File: config.mk
export PLATFORM = sky130hd
export DESIGN_NAME = fifo_wr_arb_flat
export DESIGN_NICKNAME = d
export VERILOG_FILES = /design/src/rtl/fifo_wr_arb_if.sv /design/src/rtl/fifo_wr_arb.sv /design/src/flat_wrapper.sv
export SDC_FILE = /design/constraint.sdc
export NUM_CORES = 1
export LEC_CHECK = 0
export ABC_AREA = 1
export BUFFER_PORTS_ARGS = -buffer_cell sky130_fd_sc_hd__buf_4
export CAP_MARGIN = 5
export CORE_MARGIN = 2
export CORE_UTILIZATION = 40
export DETAILED_ROUTE_END_ITERATION = 16
export PLACE_DENSITY_LB_ADDON = 0.1
export SYNTH_ARGS = -nofsm -noshare
export SYNTH_HDL_FRONTEND = slang
export SYNTH_SLANG_ARGS = --single-unit
File: constraint.sdc
create_clock -name i_clk -period 1.35 [get_ports i_clk]
set_input_delay 0.0675 -clock i_clk [delete_from_list [all_inputs] [get_ports i_clk]]
set_output_delay 0.0675 -clock i_clk [all_outputs]
set_load 0.01 [all_outputs]
File: src/rtl/fifo_wr_arb_if.sv
// ---------------------------------------------------------------------------
// fifo_wr_arb_if
// Purpose : bundles the two requester handshakes and the FIFO write port of
//           the fifo_wr_arb arbiter into one interface.
// Signals : i_req0_* / i_req1_*  valid, data, last  (requester -> arbiter)
//           o_req0_ready / o_req1_ready            (arbiter -> requester)
//           o_fifo_wr_en, o_fifo_data              (arbiter -> FIFO)
//           i_fifo_full                            (FIFO -> arbiter)
//           o_grant, o_trunc                       (arbiter status)
// Modports: slave  - arbiter view (i_* in, o_* out)
//           master - environment view (drives i_*, observes o_*)
// ---------------------------------------------------------------------------
interface fifo_wr_arb_if #(
    parameter int DataWidth = 8
);
    logic                 i_req0_valid;
    logic                 i_req1_valid;
    logic [DataWidth-1:0] i_req0_data;
    logic [DataWidth-1:0] i_req1_data;
    logic                 i_req0_last;
    logic                 i_req1_last;
    logic                 o_req0_ready;
    logic                 o_req1_ready;
    logic                 o_fifo_wr_en;
    logic [DataWidth-1:0] o_fifo_data;
    logic                 i_fifo_full;
    logic [1:0]           o_grant;
    logic                 o_trunc;

    modport slave (
        input  i_req0_valid, i_req1_valid,
        input  i_req0_data,  i_req1_data,
        input  i_req0_last,  i_req1_last,
        input  i_fifo_full,
        output o_req0_ready, o_req1_ready,
        output o_fifo_wr_en, o_fifo_data,
        output o_grant,      o_trunc
    );

    modport master (
        output i_req0_valid, i_req1_valid,
        output i_req0_data,  i_req1_data,
        output i_req0_last,  i_req1_last,
        output i_fifo_full,
        input  o_req0_ready, o_req1_ready,
        input  o_fifo_wr_en, o_fifo_data,
        input  o_grant,      o_trunc
    );
endinterface

File: src/rtl/fifo_wr_arb.sv
// ---------------------------------------------------------------------------
// fifo_wr_arb
// Purpose : two-requester packet arbiter in front of a single FIFO write port.
//           A grant is held for a whole packet (until a last beat), or is
//           forcibly released after MaxBeats beats (o_trunc pulse). Ties are
//           broken round-robin; requester 0 wins the first contention.
//
//   state | meaning
//   IDLE  | no owner, both readys low; picks next owner from valids
//   GNT0  | requester 0 owns the FIFO (o_grant = 01)
//   GNT1  | requester 1 owns the FIFO (o_grant = 10)
//
// Ports   : i_clk, i_rst_n (async, active-low)
//           bus  : fifo_wr_arb_if.slave (requester handshakes, FIFO port,
//                  o_grant, o_trunc)
//           o_pkt_cnt0/1 : completed packets per requester, only when the
//                  macro FIFO_WR_ARB_CNT_EN is defined
// Macro   : FIFO_WR_ARB_CNT_EN enables the per-requester packet counters.
// ---------------------------------------------------------------------------
module fifo_wr_arb #(
    parameter int DataWidth = 8,
    parameter int MaxBeats  = 16,
    parameter int CntWidth  = 16
) (
    input  logic                i_clk,
    input  logic                i_rst_n,
    fifo_wr_arb_if.slave        bus
`ifdef FIFO_WR_ARB_CNT_EN
    ,
    output logic [CntWidth-1:0] o_pkt_cnt0,
    output logic [CntWidth-1:0] o_pkt_cnt1
`endif
);

    // Elaboration-time sanity check on the parameters.
    if (MaxBeats < 1 || CntWidth < 1 || DataWidth < 1) begin : g_param_check
        $error("fifo_wr_arb: DataWidth, MaxBeats and CntWidth must be >= 1");
    end

    localparam int                   BeatWidth = $clog2(MaxBeats + 1);
    localparam logic [BeatWidth-1:0] BeatLast  = BeatWidth'(MaxBeats - 1);

    // State encoding equals the grant vector.
    typedef enum logic [1:0] {
        IDLE = 2'b00,
        GNT0 = 2'b01,
        GNT1 = 2'b10
    } state_t;

    state_t               r_state;
    logic [1:0]           r_grant;
    logic [BeatWidth-1:0] r_beat_cnt;
    logic                 r_rr_last;    // 1: requester 1 was served most recently

    logic                 w_sel0;
    logic                 w_sel1;
    logic                 w_valid;
    logic                 w_last;
    logic [DataWidth-1:0] w_data;
    logic                 w_xfer;
    logic                 w_at_max;
    logic                 w_end_pkt;
    logic                 w_trunc;
    logic                 w_release;

    assign w_sel0 = (r_state == GNT0);
    assign w_sel1 = (r_state == GNT1);

    always_comb begin
        w_valid = 1'b0;
        w_last  = 1'b0;
        w_data  = '0;
        if (w_sel0) begin
            w_valid = bus.i_req0_valid;
            w_last  = bus.i_req0_last;
            w_data  = bus.i_req0_data;
        end else if (w_sel1) begin
            w_valid = bus.i_req1_valid;
            w_last  = bus.i_req1_last;
            w_data  = bus.i_req1_data;
        end
    end

    // A full FIFO stalls the owner without any timeout.
    assign w_xfer    = w_valid & ~bus.i_fifo_full;
    assign w_at_max  = (r_beat_cnt == BeatLast);
    assign w_end_pkt = w_xfer & w_last;
    assign w_trunc   = w_xfer & ~w_last & w_at_max;
    assign w_release = w_end_pkt | w_trunc;

    // Handshake and write port are combinational from the registered grant
    // so a beat is written in the same cycle it is accepted.
    assign bus.o_req0_ready = w_sel0 & ~bus.i_fifo_full;
    assign bus.o_req1_ready = w_sel1 & ~bus.i_fifo_full;
    assign bus.o_fifo_wr_en = w_xfer;
    assign bus.o_fifo_data  = w_data;
    assign bus.o_trunc      = w_trunc;
    assign bus.o_grant      = r_grant;

    always_ff @(posedge i_clk or negedge i_rst_n) begin
        if (!i_rst_n) begin
            r_state    <= IDLE;
            r_grant    <= 2'b00;
            r_beat_cnt <= '0;
            r_rr_last  <= 1'b1;
        end else begin
            case (r_state)
                IDLE: begin
                    if (bus.i_req0_valid && (!bus.i_req1_valid || r_rr_last)) begin
                        r_state    <= GNT0;
                        r_grant    <= 2'b01;
                        r_beat_cnt <= '0;
                    end else if (bus.i_req1_valid) begin
                        r_state    <= GNT1;
                        r_grant    <= 2'b10;
                        r_beat_cnt <= '0;
                    end
                end
                GNT0, GNT1: begin
                    // Returning to IDLE provides the one-cycle bubble before
                    // the next grant; a truncated remainder re-arbitrates as
                    // a new packet.
                    if (w_release) begin
                        r_state   <= IDLE;
                        r_grant   <= 2'b00;
                        r_rr_last <= w_sel1;
                    end else if (w_xfer) begin
                        r_beat_cnt <= r_beat_cnt + 1'b1;
                    end
                end
                default: begin
                    r_state <= IDLE;
                    r_grant <= 2'b00;
                end
            endcase
        end
    end

`ifdef FIFO_WR_ARB_CNT_EN
    logic [CntWidth-1:0] r_pkt_cnt0;
    logic [CntWidth-1:0] r_pkt_cnt1;

    // Truncations count as a completed packet; counters wrap naturally.
    always_ff @(posedge i_clk or negedge i_rst_n) begin
        if (!i_rst_n) begin
            r_pkt_cnt0 <= '0;
            r_pkt_cnt1 <= '0;
        end else begin
            if (w_release && w_sel0) begin
                r_pkt_cnt0 <= r_pkt_cnt0 + 1'b1;
            end
            if (w_release && w_sel1) begin
                r_pkt_cnt1 <= r_pkt_cnt1 + 1'b1;
            end
        end
    end

    assign o_pkt_cnt0 = r_pkt_cnt0;
    assign o_pkt_cnt1 = r_pkt_cnt1;
`endif

endmodule

File: src/flat_wrapper.sv
// flat-port wrapper written by rule: the top's interface ports become plain ports
module fifo_wr_arb_flat 
#(
    parameter int DataWidth = 8,
    parameter int MaxBeats  = 16,
    parameter int CntWidth  = 16
)
  (i_clk, i_rst_n, bus_i_req0_valid, bus_i_req1_valid, bus_i_req0_data, bus_i_req1_data, bus_i_req0_last, bus_i_req1_last, bus_i_fifo_full, bus_o_req0_ready, bus_o_req1_ready, bus_o_fifo_wr_en, bus_o_fifo_data, bus_o_grant, bus_o_trunc);
  fifo_wr_arb_if #(.DataWidth(DataWidth)) bus_i ();
  input  logic i_clk;
  input  logic i_rst_n;
  input wire logic [$bits(bus_i.i_req0_valid)-1:0] bus_i_req0_valid;
  input wire logic [$bits(bus_i.i_req1_valid)-1:0] bus_i_req1_valid;
  input wire logic [$bits(bus_i.i_req0_data)-1:0] bus_i_req0_data;
  input wire logic [$bits(bus_i.i_req1_data)-1:0] bus_i_req1_data;
  input wire logic [$bits(bus_i.i_req0_last)-1:0] bus_i_req0_last;
  input wire logic [$bits(bus_i.i_req1_last)-1:0] bus_i_req1_last;
  input wire logic [$bits(bus_i.i_fifo_full)-1:0] bus_i_fifo_full;
  output wire logic [$bits(bus_i.o_req0_ready)-1:0] bus_o_req0_ready;
  output wire logic [$bits(bus_i.o_req1_ready)-1:0] bus_o_req1_ready;
  output wire logic [$bits(bus_i.o_fifo_wr_en)-1:0] bus_o_fifo_wr_en;
  output wire logic [$bits(bus_i.o_fifo_data)-1:0] bus_o_fifo_data;
  output wire logic [$bits(bus_i.o_grant)-1:0] bus_o_grant;
  output wire logic [$bits(bus_i.o_trunc)-1:0] bus_o_trunc;
  assign bus_i.i_req0_valid = bus_i_req0_valid;
  assign bus_i.i_req1_valid = bus_i_req1_valid;
  assign bus_i.i_req0_data = bus_i_req0_data;
  assign bus_i.i_req1_data = bus_i_req1_data;
  assign bus_i.i_req0_last = bus_i_req0_last;
  assign bus_i.i_req1_last = bus_i_req1_last;
  assign bus_i.i_fifo_full = bus_i_fifo_full;
  assign bus_o_req0_ready = bus_i.o_req0_ready;
  assign bus_o_req1_ready = bus_i.o_req1_ready;
  assign bus_o_fifo_wr_en = bus_i.o_fifo_wr_en;
  assign bus_o_fifo_data = bus_i.o_fifo_data;
  assign bus_o_grant = bus_i.o_grant;
  assign bus_o_trunc = bus_i.o_trunc;
  fifo_wr_arb #(.DataWidth(DataWidth), .MaxBeats(MaxBeats), .CntWidth(CntWidth)) u_core (.i_clk(i_clk), .i_rst_n(i_rst_n), .bus(bus_i));
endmodule
==> results.yml, run 1 <==
status:
  status: "complete, but fails checks"
  violations: "setup timing"
floorplanning:
  chipHeight_um: 46.52
  chipWidth_um: 46.52
  die_area_um2: 2164
  io_pins: 37
  core_area_um2: 1708
  rows: 15
  floorplan.initialDensity: 0.4234
power_and_ir_drop:
  power.density_nw_per_um2: 1972
  irDropWorstVdd_v: 0.001160
  total_leakage_power_nw: 0.7606
  power_w: 0.002783
place:
  globalplace.congestion: 0.8849
  io_buffers: 36
  dpl.hpwl_mm: 1.559
  place_area_um2: 1151
  pre_cts_slack_ns: -0.1560
detailed_routing:
  dr.pass1.iters: 4
  wirelength_mm: 2.261
  wl_per_cell_um: 12.29
  drtIter0Drc: 11
  antenna_left: 0
  drcViolationCount: 0
  avgViaCountPerCell: 4.886
  vias: 899
cells_and_area:
  antenna_cells: 0
  final_common_cell: "buf_4"
  area_growth_syn_to_layout_pct: 95.16
  mostFrequentLayoutCells: "buf_4 (47), nand2_1 (17), buf_6 (15), inv_1 (10)"
  drive_gt1_frac: 0.6541
  final_cell_area_um2: 1411
  final_net_count: 188
clocking:
  path_clk_slew_ns: 0.05
  htree_levels: 1
  root_buffer: "clkbuf_4"
  cts_made_buffers: 3
  cts_buffer_depth: 2
  clk_latency_ns: 0.25
  cts_sinks: 8
  cts_tree: "yes"
grt:
  grt_max_degree: 9
  grt_use_total: 0.2100
  grt_first_pass_wirelength_mm: 3.208
  grt_overflow: 0
  antenna_found_initial: 0
  grt_pass1_vias: 808
sta:
  setup_ws_ns: -0.2526
  finalMaxSlewViolations: 0
  rsz0062_at_grt: "true"
  fin_skew_ns: 0.004598
  setup_viol: 20
  fin_crit_sh: 1.187
  min_period_ns: 1.603
  setup-tns-final_ns: -3.935
  fmax_ghz: 0.6240
  slew-limit-headroom: 0.8746
  whs_ns: 0.08113
  worst_pin_slew_ns: 0.1874
  hold_viol: 0
critical_path:
  crit_path_start_kind: "flip-flop"
  required_ns: 1.28
  path_class: "reg -> out"
  end_kind: "output port"
  cp.arrival_ns: 1.54
  cp_max_fo: 8
job:
  cap_violations: 0
worst_hold_path:
  min_path_type: "in -> reg"
logic_synthesis:
  ys_seq_area_frac: 0.2785
  syn_area_um2: 723.2
  avgSynthCellArea_um2: 7.776
  synth.distinct_cells: 19
  synthesis.nets: 121
  synth-seq-cells: 8
  yosys_warnings: 0
  synthArstFlopShare: 1.000
  ys.flop_type: "dfrtp_1"
  synth_edf_count: 0
  syn_inst: 93
-- critical path, cell delays in order, from the launching register on --
cell and delay, ns:
dfrtp_1 0.41, buf_6 0.13, ha_4 0.17, inv_4 0.08, nor2_8 0.04, buf_6 0.13, a22o_4 0.22, buf_6 0.12
-- layer usage --
| layer | vias to the layer above | global-route usage | wire [um] |
|---|---|---|---|
| li1 | 435 | - | - |
| met1 | 414 | 0.2368 | 829 |
| met2 | 46 | 0.3833 | 1195 |
| met3 | 4 | 0.02353 | 211 |
| met4 | 0 | 0.1029 | 24 |
| met5 | - | 0 | 0 |
-- worst paths after layout --
check	from	endpoint	slack, ns	depth (start not counted)
worst min-delay path	bus_i_req1_valid	u_core.r_state[1]$_DFFE_PN0P_	0.08	3
worst max register to register	u_core.r_state[1]$_DFFE_PN0P_	u_core.r_beat_cnt[2]$_DFFE_PN0P_	-0.22	10
max in group asynchronous	i_rst_n	u_core.r_rr_last$_DFFE_PN1P_	0.98	2
worst max-delay path	u_core.r_state[1]$_DFFE_PN0P_	bus_o_fifo_data[4]	-0.25	7
worst min register to register	u_core.r_rr_last$_DFFE_PN1P_	u_core.r_rr_last$_DFFE_PN1P_	0.49	2
min in group asynchronous	i_rst_n	u_core.r_beat_cnt[3]$_DFFE_PN0P_	0.16	2
-- state kept, by name (all words and copies together), names as in the netlist --
name	count
u_core.r_beat_cnt	5
u_core.r_rr_last	1
u_core.r_state	2
-- cells in the mapped netlist, types with 2 or more instances --
cell type	n	share of area
nand2_1	21	0.11
inv_1	12	0.062
nor2_1	9	0.047
a22o_2	8	0.11
dfrtp_1	7	0.24
nand2_2	6	0.052
nand3_1	6	0.042
ha_1	5	0.087
nand2_4	4	0.062
nand4_1	3	0.026
a21oi_1	2	0.014
inv_2	2	0.010
xor2_1	2	0.024
-- where the power goes --
group / internal [W] / total (W) / switching [W]
logic: 0.00117 / 0.00222 / 0.00106
clock network: 0.000113 / 0.000195 / 0.0000820
registers: 0.000312 / 0.000366 / 0.0000534
total: 0.00159 / 0.00278 / 0.00119
-- metrics by stage --
step / utilization / std cells
4_1_cts: 0.7941 / 180
3_5_place_dp: 0.6740 / 170
2_1_floorplan: - / 93
5_1_grt: 0.8264 / 184
3_3_place_gp: 0.6740 / 170
6_report: 0.8264 / 184
-- final cells by class --
| type | instances | area [um^2] |
|---|---|---|
| well taps | 25 | 31.28 |
| multi-input cells | 70 | 561.8 |
| repair buffers | 63 | 531.8 |
| flip-flops and latches | 8 | 202.7 |
| inverters | 14 | 57.56 |
| fillers | 105 | 296.5 |
| clock buffers | 4 | 26.28 |
-- logic make-up (layout without fill, tap and decap cells) --
group	count (synthesis)	count (layout)	synth area share
buffers and inverters	15	81	0.08823
adder cells (fa/ha/maj)	5	5	0.08651
flip-flops	8	8	0.2786
XOR/XNOR	2	2	0.02423
AND/OR/NAND/NOR	51	51	0.3806
AO/OA/AOI/OAI	12	12	0.1419
-- timing repair --
item                                   CTS  global route
hold buffers                             1             0
gates resized for setup                 34             6
setup endpoints to repair               19            20
pin swaps                                7            11
endpoints found under the hold margin    8             0
setup buffers                            5             4
(Power assumes the default switching activity.)
==> run 2, diff against run 1 <==
--- a/config.mk
+++ b/config.mk
@@ -12,6 +12,7 @@
 export CORE_UTILIZATION = 40
 export DETAILED_ROUTE_END_ITERATION = 16
 export PLACE_DENSITY_LB_ADDON = 0.1
+export RECOVER_POWER = 25
 export SYNTH_ARGS = -nofsm -noshare
 export SYNTH_HDL_FRONTEND = slang
 export SYNTH_SLANG_ARGS = --single-unit
==> run 2 against run 1 <==
Against the previous run: the run still ends with setup timing left; global-route usage unchanged; sequential power about the same; final cell count is the same; fmax hardly changed; worst hold slack about the same; routed wire length hardly changed.
==> results.yml, run 2 (same netlist as run 1, synthesis figures left out) <==
sta:
  hold_viol: 0
  setup_ws_ns: -0.2517
  fin_skew_ns: 0.004637
  finalMaxSlewViolations: 0
  slew-limit-headroom: 0.7216
  setup_viol: 20
  min_period_ns: 1.602
  fmax_ghz: 0.6244
  fin_crit_sh: 1.186
  rsz0062_at_grt: "true"
  worst_pin_slew_ns: 0.4176
floorplanning:
  rows: 15
  io_pins: 37
  core_area_um2: 1708
  chipHeight_um: 46.52
  die_area_um2: 2164
  chipWidth_um: 46.52
  floorplan.initialDensity: 0.4234
critical_path:
  required_ns: 1.28
  r2r_slack_ns: -0.22
  path_class: "reg -> out"
  cp.arrival_ns: 1.53
  end_kind: "output port"
  r2r-start: "u_core.r_state[1]$_DFFE_PN0P_"
  r2r_end: "u_core.r_beat_cnt[2]$_DFFE_PN0P_"
  cp_max_fo: 8
  crit_path_start_kind: "flip-flop"
  r2r_cells: 10
detailed_routing:
  antenna_left: 0
  avgViaCountPerCell: 4.880
  drcViolationCount: 0
  dr.pass1.iters: 4
  vias: 898
  wirelength_mm: 2.260
  drtIter0Drc: 11
  wl_per_cell_um: 12.28
power_and_ir_drop:
  total_leakage_power_nw: 0.7570
  combPwrFrac: 0.798
  power_frac_clock: 0.070
  power.density_nw_per_um2: 1976
  irDropWorstVdd_v: 0.001146
  swShare: 0.4284
  p_int_w: 0.001590
  p_switching_w: 0.001191
  power_w: 0.002781
  seq_power_share: 0.132
grt:
  grt_use_total: 0.2100
  grt_first_pass_wirelength_mm: 3.208
  grt_max_degree: 9
  grt_overflow: 0
  antenna_found_initial: 0
  grt_pass1_vias: 808
cells_and_area:
  largest-register: "u_core.r_beat_cnt"
  largest_reg_flops: 5
  final_util: 0.8242
  final_net_count: 188
  area_growth_syn_to_layout_pct: 94.64
  largest_registers: "u_core.r_beat_cnt (5), u_core.r_state (2), u_core.r_rr_last (1)"
  drive_gt1_frac: 0.6478
  antenna_cells: 0
  final_common_cell: "buf_4"
  mostFrequentLayoutCells: "buf_4 (46), nand2_1 (17), buf_6 (15), inv_1 (10)"
worst_hold_path:
  min_from: "bus_i_req1_valid"
  holdPathEnd: "u_core.r_state[1]$_DFFE_PN0P_"
  min_path_type: "in -> reg"
  holdPathStages: 3
place:
  globalplace.congestion: 0.8849
  io_buffers: 36
  dpl.hpwl_mm: 1.559
status:
  status: "complete, but fails checks"
  violations: "setup timing"
clocking:
  path_clk_slew_ns: 0.05
  cts_tree: "yes"
  cts_sinks: 8
  root_buffer: "clkbuf_4"
  cts_buffer_depth: 2
  htree_levels: 1
  clk_latency_ns: 0.25
  cts_made_buffers: 3
job:
  cap_violations: 0
-- run 2: cell types whose count changed in the layout (fill, tap and decap cells not counted) --
cell	before	now
buf_4	47	46
clkbuf_1	1	2
-- run 2: cell type report --
cell class,count,area (um^2)
inverter,14,57.56
clock buffer,4,26.28
timing repair buffer,63,528.0
tap,25,31.28
fill,105,300.3
multi-input combinational,70,561.8
sequential,8,202.7
-- run 2: power groups by stage --
stage | logic, W | clock network (W) | registers (W)
after floorplan | 0.000975 | 0 | 0.000366
after global placement | 0.00164 | 0 | 0.000348
after detailed placement | 0.00167 | 0 | 0.000352
after CTS | 0.00207 | 0.000205 | 0.000362
after global routing | 0.00240 | 0.000217 | 0.000372
final | 0.00222 | 0.000195 | 0.000366
-- run 2: worst max path at each step --
stage	from	slack [ns]	cells after the start	end
6_report	u_core.r_state[1]$_DFFE_PN0P_	-0.25	7	bus_o_fifo_data[4]
3_3_place_gp	u_core.r_beat_cnt[0]$_DFFE_PN0P_	-0.11	10	u_core.r_beat_cnt[2]$_DFFE_PN0P_
3_5_place_dp	u_core.r_beat_cnt[0]$_DFFE_PN0P_	-0.16	10	u_core.r_beat_cnt[2]$_DFFE_PN0P_
4_1_cts	u_core.r_state[1]$_DFFE_PN0P_	-0.25	7	bus_o_fifo_data[2]
2_1_floorplan	u_core.r_state[1]$_DFFE_PN0P_	-0.13	11	u_core.r_beat_cnt[2]$_DFFE_PN0P_
5_1_grt	u_core.r_state[1]$_DFFE_PN0P_	-0.31	12	u_core.r_beat_cnt[2]$_DFFE_PN0P_
-- run 2: critical path, stage by stage, from the launching register on --
cell	delay (ns)
dfrtp_1	0.41
buf_6	0.13
ha_4	0.16
inv_4	0.08
nor2_8	0.04
buf_6	0.13
a22o_4	0.22
buf_6	0.12
-- run 2: routing by layer --
layer  wire length (um)  track usage  vias up
met1                830       0.2368      413
met4                 24       0.1029        0
met3                211      0.02353        4
li1                   -            -      435
met2               1194       0.3833       46
met5                  0            0        -
-- run 2: timing repair --
item | 4_1_cts | 5_1_grt
endpoints found under the setup margin | 19 | 20
setup buffers | 5 | 4
pin swaps | 7 | 11
hold buffers | 1 | 0
hold endpoints to repair | 8 | 0
gates resized for setup | 34 | 6
-- run 2: stage by stage --
stage	cell area, um^2	cells	hold WS (ns)	TNS (ns)	setup WS (ns)
4_1_cts	1356	180	0.08049	-3.787	-0.2514
3_5_place_dp	1151	170	-0.1115	-1.604	-0.1560
2_1_floorplan	733.2	93	-0.2281	-0.9888	-0.1313
6_report	1408	184	0.08114	-3.923	-0.2517
5_1_grt	1408	184	0.08258	-5.339	-0.3107
3_3_place_gp	1151	170	-0.1125	-1.124	-0.1066
